**config.mk**
```make
export PLATFORM = sky130hd
export DESIGN_NAME = phasediff_avg
export DESIGN_NICKNAME = d
export VERILOG_FILES = /design/src/rtl/phasediff_avg.sv
export SDC_FILE = /design/constraint.sdc
export NUM_CORES = 1
export LEC_CHECK = 0
export CELL_PAD_IN_SITES_DETAIL_PLACEMENT = 1
export CELL_PAD_IN_SITES_GLOBAL_PLACEMENT = 1
export CORE_UTILIZATION = 37
export CTS_CLUSTER_DIAMETER = 100
export CTS_CLUSTER_SIZE = 20
export DETAILED_ROUTE_END_ITERATION = 8
export PLACE_DENSITY_LB_ADDON = 0.1
export SYNTH_ARGS = -nofsm -noshare
export SYNTH_HDL_FRONTEND = slang
export SYNTH_SLANG_ARGS = --single-unit
```
**constraint.sdc**
```tcl
create_clock -name clock -period 10.55 [get_ports clock]
set_input_delay 2.6375 -clock clock [delete_from_list [all_inputs] [get_ports clock]]
set_output_delay 2.6375 -clock clock [all_outputs]
set_load 0.02 [all_outputs]
```
**src/rtl/phasediff_avg.sv**
```systemverilog
// Multi-channel phase-difference averager: per-channel difference from
// channel 0, wrapped to [-pi, pi), averaged over 2^LOG2_AVG sample sets.
// Ports:
//   clock      rising-edge clock
//   reset      synchronous active-low reset
//   sample     phase set valid, taken only while busy=0
//   phase_in   packed signed phases, channel k at [k*W +: W]
//   busy       high while a set is being processed (state != IDLE)
//   out        packed averaged differences, channel k at [(k-1)*W +: W]
//   out_valid  one-cycle pulse when out is updated
//   overrun    sticky flag, sample seen while busy
module phasediff_avg #(
  parameter int W        = 19,
  parameter int FRAC     = 10,
  parameter int NCH      = 4,
  parameter int LOG2_AVG = 3,
  parameter int PI_Q     = 3217
) (
  input  logic                   clock,
  input  logic                   reset,
  input  logic                   sample,
  input  logic [NCH*W-1:0]       phase_in,
  output logic                   busy,
  output logic [(NCH-1)*W-1:0]   out,
  output logic                   out_valid,
  output logic                   overrun
);

  if (NCH < 2 || FRAC >= W - 1) begin : g_bad_cfg
    $error("phasediff_avg: NCH must be >= 2 and FRAC < W-1");
  end

  localparam int AW   = W + LOG2_AVG;
  localparam int IW   = $clog2(NCH);
  localparam int SW   = LOG2_AVG + 1;
  localparam int SETS = 1 << LOG2_AVG;

  localparam logic signed [W:0] PI_P = (W+1)'(PI_Q);
  localparam logic signed [W:0] PI_N = -PI_P;
  localparam logic signed [W:0] TWO  = (W+1)'(2 * PI_Q);

  typedef enum logic [1:0] {
    IDLE,
    CALC,
    DUMP
  } state_t;

  state_t state, nstate;

  logic [W-1:0]           ph  [NCH];
  logic signed [AW-1:0]   acc [1:NCH-1];
  logic [IW-1:0]          ch;
  logic [SW-1:0]          cnt;

  logic signed [W:0]      pk, p0, d_raw, d_wrap;
  logic signed [AW-1:0]   d_ext;
  logic                   last_ch, last_set;

  assign busy     = (state != IDLE);
  assign last_ch  = (ch == IW'(NCH - 1));
  assign last_set = (cnt == SW'(SETS - 1));

  // Difference at W+1 bits so the raw value cannot overflow before wrap.
  always_comb begin
    pk     = {ph[ch][W-1], ph[ch]};
    p0     = {ph[0][W-1], ph[0]};
    d_raw  = pk - p0;
    d_wrap = d_raw;
    if (d_raw >= PI_P)
      d_wrap = d_raw - TWO;
    else if (d_raw < PI_N)
      d_wrap = d_raw + TWO;
    d_ext  = AW'(d_wrap);
  end

  always_comb begin
    nstate = state;
    unique case (state)
      IDLE: if (sample) nstate = CALC;
      CALC: if (last_ch) nstate = last_set ? DUMP : IDLE;
      DUMP: nstate = IDLE;
      default: nstate = IDLE;
    endcase
  end

  always_ff @(posedge clock) begin
    if (!reset)
      state <= IDLE;
    else
      state <= nstate;
  end

  always_ff @(posedge clock) begin
    if (!reset) begin
      ch        <= IW'(1);
      cnt       <= '0;
      out       <= '0;
      out_valid <= 1'b0;
      overrun   <= 1'b0;
      for (int k = 0; k < NCH; k++)
        ph[k] <= '0;
      for (int k = 1; k < NCH; k++)
        acc[k] <= '0;
    end else begin
      out_valid <= 1'b0;
      if (sample && busy)
        overrun <= 1'b1;
      unique case (state)
        IDLE: begin
          if (sample) begin
            for (int k = 0; k < NCH; k++)
              ph[k] <= phase_in[k*W +: W];
            ch <= IW'(1);
          end
        end
        CALC: begin
          acc[ch] <= acc[ch] + d_ext;
          ch      <= ch + IW'(1);
          if (last_ch)
            cnt <= last_set ? '0 : cnt + SW'(1);
        end
        DUMP: begin
          // Arithmetic shift gives floor rounding of the mean.
          for (int k = 1; k < NCH; k++) begin
            out[(k-1)*W +: W] <= W'(acc[k] >>> LOG2_AVG);
            acc[k]            <= '0;
          end
          out_valid <= 1'b1;
        end
        default: ;
      endcase
    end
  end

endmodule

```
==> flow_summary.yaml <==
yosys:
  synth_edf_count: 164
  synthTopCellsByArea: "edfxtp_1, dfxtp_1, mux4_2, ha_1, and2_1"
  synth_area_per_cell_sq_um: 11.73
  yosysUniqueCellTypes: 77
  synthCells: 1042
  synth_area_leader_cell: "edfxtp_1"
  ys_seq_elements: 233
  synthesis.nets: 1171
  ys_top_cells_by_count: "edfxtp_1, nor2_1, and2_1"
  yosys_warnings: 0
  ys.flop_type: "edfxtp_1"
  synth_most_common_cell: "edfxtp_1"
  async_reset_ff_share_pct: 0
  synth_top_area_share_pct: 40.29
  synth_area_sq_um: 12220
  ys_seq_area_share_pct: 51.59
global_routing:
  grtUsageTotal_pct: 17.38
  grt_pass1_vias: 8739
  grt_max_degree: 78
  grt_pass1_wl_um: 46810
  grt_antenna_before_repair: 0
  globalRouteOverflowTotal: 0
route:
  drtIter0Drc: 525
  ant_nets: 0
  viasPerCell: 5.179
  routedWlPerCell_um: 17.87
  vias: 8286
  drc_errors: 0
  wl_um: 28590
  first_pass_iters: 4
sta:
  tightest_slew_ps: 1102
  final_hold_viol_count: 0
  fin_worst_skew_ps: 14.16
  period_needed_ps: 8297
  max_freq_mhz: 120.5
  whs_ps: 480.2
  tns_ps: 0
  rsz0062_at_grt: "false"
  relSlewSlack_pct: 26.50
  drv_slew: 0
  fin_ws_ps: 2253
  setup_viol: 0
  finalCritPeriodShare_pct: 78.64
critical_path:
  cp_max_fo: 23
  critPathSlowestCell: "dfxtp_2"
  start_kind: "flop"
  max_stage_delay_ps: 660
  critical_path_buf_inv_count: 1
  critPathCaptureType: "flop"
  cp_cell_sequence: "buf_4 -> mux4_2 -> ha_1 -> a2111oi_0 -> o211ai_1 -> o211a_1 -> and2_0 -> a211oi_1 -> nand3_1 -> nor4_1 -> or2_1 -> nand2_1 -> xnor2_1 -> fa_1 -> a21o_1 -> a21o_1 -> a2111oi_0 -> o31ai_1 -> o21ai_0 -> a21boi_0 -> or2_2 -> a31oi_1 -> xor2_1 -> nor2_1"
  criticalPathCategory: "flop to flop"
  arrival_ps: 8540
  ff2ff_setup_slack_ps: 2250
  required_ps: 10790
  r2r-end: "acc[2][16]"
  cp_top_family: "compound AO/OA/AOI/OAI gates"
  r2r.worst_path.cells: 24
placement:
  pre_cts_ws_ps: 2191
  post-place-cells: 1575
  place_congestion: 0.8165
  port_buffers: 138
  dpl.hpwl_um: 20330
  placed_cell_area_sq_um: 14010
final_layout:
  final_cell_area_sq_um: 14450
  layout-drive-gt1-share_pct: 7.945
  n_antenna_cell: 0
  instances_no_fill: 1600
  nets: 1279
  area_growth_pct: 18.19
  finish.utilization_pct: 44.40
floorplan:
  dieArea_sq_um: 33770
  num_rows: 66
  die-height_um: 183.8
  core_area_sq_um: 32540
  start_util_pct: 37.57
  io_pins: 139
  die_x_um: 183.8
clock_tree:
  post_cts_buffers: 0
  cts_root_buf: "clkbuf_16"
  cts_tree: "done"
  clockBufferDepth: 3
  clk_latency_ps: 490
  path_clk_slew_ps: 90
  postCtsResizedCells: 0
  hold_buffers: 0
  cts_buffers: 15
  h-tree-depth: 1
  clock_sinks: 233
run:
  cap_violations: 0
power_and_ir_drop:
  power.total_mw: 3.621
  p_leak_nw: 5.596
  powerDensity_nw_per_um2: 250.6
  ir_worst_vdd_v: 0.0001490
worst_hold_path:
  hold_path.class: "flop to flop"
  hp-start: "out[13]"
  min_to: "out[13]"
  whs_path_depth: 1
run_status:
  status: "finished, final reports clean"
## state kept, by name, indices dropped and copies added (netlist names), named ones only
signal and flops:
acc 88, ph 76, out 57, cnt 4, ch 2, state 2
out_valid 1, overrun 1
## kinds of logic after synthesis
kind of cell               count (synthesis)  synth area share (%)
AOI/OAI and AO/OA                        231                 14.51
xor gates and xnor gates                  47                 3.491
adders and majority gates                 50                 5.241
buffers and inverters                    119                 3.910
DFF                                      233                 51.59
muxes                                     45                 7.882
and+or+nand+nor                          317                 13.38
## layer usage
| metal | vias to the layer above | track usage, % | routed length (um) |
|---|---|---|---|
| met1 | 4083 | 24.02 | 13750 |
| met3 | 24 | 1.803 | 736 |
| met2 | 116 | 29.52 | 13580 |
| li1 | 4063 | - | - |
| met5 | - | 0 | 0 |
| met4 | 0 | 3.567 | 535 |
## worst register-to-register path: cells and delay by family, from the launching register on
family,cells,cell delay (ps)
AOI/OAI and AO/OA,11,3380
xor gates and xnor gates,2,500
adders and majority gates,2,940
buffers and inverters,1,490
DFF,1,660
muxes,1,400
and+or+nand+nor,7,1680
## how the worst max path moves through the flow
stage | start | endpoint | slack [ps] | depth (start not counted)
4_1_cts | flop | acc[2][16] | 2180 | 24
2_1_floorplan | flop | acc[3][16] | 3110 | 29
5_1_grt | flop | acc[2][20] | 1380 | 24
3_5_place_dp | flop | acc[2][16] | 2190 | 24
6_report | flop | acc[2][16] | 2250 | 24
3_3_place_gp | flop | acc[3][16] | 2270 | 24
## cell usage in the layout, fill, tap and decap left out, types with 17 or more instances in the layout
cell             instances
edfxtp_1               164
clkdlybuf4s50_1        138
nor2_1                 100
and2_1                  91
dfxtp_1                 67
inv_1                   62
a22o_1                  57
ha_1                    48
mux4_2                  41
nand2_1                 41
xor2_1                  25
a21oi_1                 25
o21ai_0                 22
xnor2_1                 20
a21o_1                  17
## report_power, final
| part | internal, mW | switching, mW | leakage [nW] | total, mW |
|---|---|---|---|---|
| Clock | 0.283 | 0.300 | 0.211 | 0.583 |
| Sequential | 1.13 | 0.0381 | 2.26 | 1.17 |
| Combinational | 0.710 | 1.16 | 3.12 | 1.87 |
| Total | 2.12 | 1.50 | 5.60 | 3.62 |
## area by class of cell
cell class | count | area [sq um]
Fill cell | 3487 | 18090
Multi-Input combinational cell | 690 | 5460
Clock buffer | 24 | 430.4
Clock inverter | 1 | 5.005
Timing Repair Buffer | 148 | 1456
Sequential cell | 233 | 6309
Tap cell | 442 | 553.0
Inverter | 62 | 232.7
No activity file was read; power rests on OpenSTA's default activity.
==> RTL change: new RTL, config.mk and constraints unchanged <==
Re-encode `state_t` (3 states) as one-hot, 3 bits wide.
--- a/src/rtl/phasediff_avg.sv
+++ b/src/rtl/phasediff_avg.sv
@@ -39,10 +39,10 @@
   localparam logic signed [W:0] PI_N = -PI_P;
   localparam logic signed [W:0] TWO  = (W+1)'(2 * PI_Q);
 
-  typedef enum logic [1:0] {
-    IDLE,
-    CALC,
-    DUMP
+  typedef enum logic [2:0] {
+    IDLE = 3'b001,
+    CALC = 3'b010,
+    DUMP = 3'b100
   } state_t;
 
   state_t state, nstate;
Behaviour: no difference found for any inputs over 10 cycles, from zero or initial values and one cycle with reset low; not proved beyond that.
==> RTL change against the unedited design <==
Design area fell by 1.4%. Routed wire length up 5.9%. Clock power hardly changed. Combinational power decreased by 35%. Critical endpoint is now acc[3][21]$_SDFFCE_PN0P_. Largest power group unchanged. Sequential share of layout area up 0.74 points. Hold slack improved by 0.0014 ns. Critical path depth unchanged. Sequential cell count up 1. Sequential power decreased by 8%. Synthesized area fell by 1.4%. Fmax up 3.5%. Setup slack better by 0.28 ns. Total power down 20%.
==> RTL change: results <==
<?xml version="1.0" encoding="UTF-8"?>
<metrics>
  <group name="detailed_routing">
    <metric name="detailedRoute.firstIterationViolations" unit="">439</metric>
    <metric name="vias" unit="">8240</metric>
    <metric name="wire_per_inst" unit="µm">19.42</metric>
    <metric name="1st_pass_router_iterations" unit="">4</metric>
  </group>
  <group name="synth">
    <metric name="synth.area.top_cells" unit="">edfxtp_1, dfxtp_1, mux4_2</metric>
    <metric name="edff_count_synth" unit="">164</metric>
    <metric name="synth.top_cells.by_count" unit="">edfxtp_1, and3_1, nor2_1</metric>
    <metric name="ys_seq_area_share" unit="%">52.50</metric>
    <metric name="synth.distinct_cells" unit="">79</metric>
    <metric name="synthesis.nets" unit="">1138</metric>
    <metric name="synthFlopType" unit="">edfxtp_1</metric>
    <metric name="ys_async_sr_fraction" unit="%">0</metric>
    <metric name="ys_warn_count" unit="">0</metric>
  </group>
  <group name="placement">
    <metric name="port_buffers" unit="">138</metric>
    <metric name="dpl_worst_slack" unit="ns">2.621</metric>
    <metric name="post-dp-hpwl" unit="mm">22.17</metric>
    <metric name="place_congestion" unit="">0.8143</metric>
    <metric name="place_area" unit="µm²">13820</metric>
  </group>
  <group name="global_route">
    <metric name="global_route_wire_length_before_repair" unit="mm">48.20</metric>
    <metric name="grt_start_max_net_pins" unit="">95</metric>
    <metric name="grt_util_all_layers" unit="%">18.54</metric>
    <metric name="first_global_vias" unit="">8524</metric>
    <metric name="grt_antenna_before_repair" unit="">1</metric>
  </group>
  <group name="pwr">
    <metric name="max-vdd-ir-drop" unit="V">0.00009874</metric>
    <metric name="leakagePower" unit="nW">5.680</metric>
  </group>
  <group name="setup_path">
    <metric name="crit_path_max_fanout" unit="">19</metric>
    <metric name="critPathSlowestCell" unit="">dfxtp_2</metric>
    <metric name="critical_path.top_delay_family" unit="">compound AO/OA/AOI/OAI gates</metric>
    <metric name="arrival" unit="ns">8.25</metric>
    <metric name="slowest_delay" unit="ns">0.78</metric>
  </group>
  <group name="timing">
    <metric name="max_slew_margin" unit="%">27.65</metric>
    <metric name="timing.final.crit_share" unit="%">75.96</metric>
    <metric name="clock-skew-final" unit="ns">0.01075</metric>
  </group>
  <group name="cts">
    <metric name="root_buffer" unit="">clkbuf_16</metric>
    <metric name="post_cts_resize_count" unit="">0</metric>
    <metric name="clk_latency" unit="ns">0.50</metric>
    <metric name="clk_pin_slew_worst_paths" unit="ns">0.08</metric>
    <metric name="htreeDepth" unit="">1</metric>
    <metric name="cts-buffers-inserted" unit="">15</metric>
    <metric name="cts_post_setup_buffers_inserted" unit="">0</metric>
    <metric name="clockBufferDepth" unit="">3</metric>
  </group>
  <group name="cells_and_area">
    <metric name="layout_top_registers" unit="">acc (88), ph (76), out (57)</metric>
    <metric name="drive_gt1_share" unit="%">8.719</metric>
    <metric name="num-nets-final" unit="">1244</metric>
    <metric name="antennaDiodeCount" unit="">0</metric>
  </group>
  <group name="outcome">
    <metric name="run_status" unit="">finished, final reports clean</metric>
  </group>
  <group name="hold_path">
    <metric name="min_path_type" unit="">flip-flop to flip-flop</metric>
  </group>
</metrics>
RTL change: layout make-up:
| class | count | area (µm²) |
|---|---|---|
| Fill cell | 3357 | 17550 |
| Sequential cell | 234 | 6329 |
| Multi-Input combinational cell | 652 | 5243 |
| Timing Repair Buffer | 151 | 1474 |
| Tap cell | 435 | 544.3 |
| Clock buffer | 24 | 419.2 |
| Inverter | 61 | 229.0 |
| Clock inverter | 2 | 13.76 |
RTL change: cell families (layout without fill, tap and decap cells):
kind of cell             after synthesis  count (layout)  synth area share [%]
AND/OR/NAND/NOR                      279             279                 12.39
flip-flops                           234             234                 52.50
AO/OA/AOI/OAI                        228             228                 14.01
buffers and inverters                123             238                 4.164
XOR/XNOR                              51              51                 3.707
adder cells (fa/ha/maj)               50              50                 5.317
multiplexers                          44              44                 7.913
RTL change: per-layer routing:
layer	vias up	routed length [µm]	global-route usage (%)
li1	4020	-	-
met1	4080	15170	26.92
met2	113	13750	29.72
met3	27	889	2.255
met4	0	469	3.866
met5	-	0	0
RTL change: per-stage QoR:
stage | cells | utilization [%]
after global routing | 1559 | 44.82
after detailed placement | 1533 | 43.45
final | 1559 | 44.82
after global placement | 1533 | 43.45
after CTS | 1559 | 44.82
after floorplan | 1009 | -
RTL change: worst paths after layout:
path	startpoint	to	slack, ns	cells after the start
max	flip-flop	acc[3][21]$_SDFFCE_PN0P_	2.54	24
min	out[51]$_SDFFE_PN0N_	out[51]$_SDFFE_PN0N_	0.48	1
max reg2reg	flip-flop	acc[3][21]$_SDFFCE_PN0P_	2.54	24
min reg2reg	out[51]$_SDFFE_PN0N_	out[51]$_SDFFE_PN0N_	0.48	1
RTL change: power by group:
part / switching (mW) / total [mW] / internal (mW)
sequential: 0.0176 / 1.08 / 1.07
combinational: 0.762 / 1.21 / 0.452
clock: 0.305 / 0.581 / 0.277
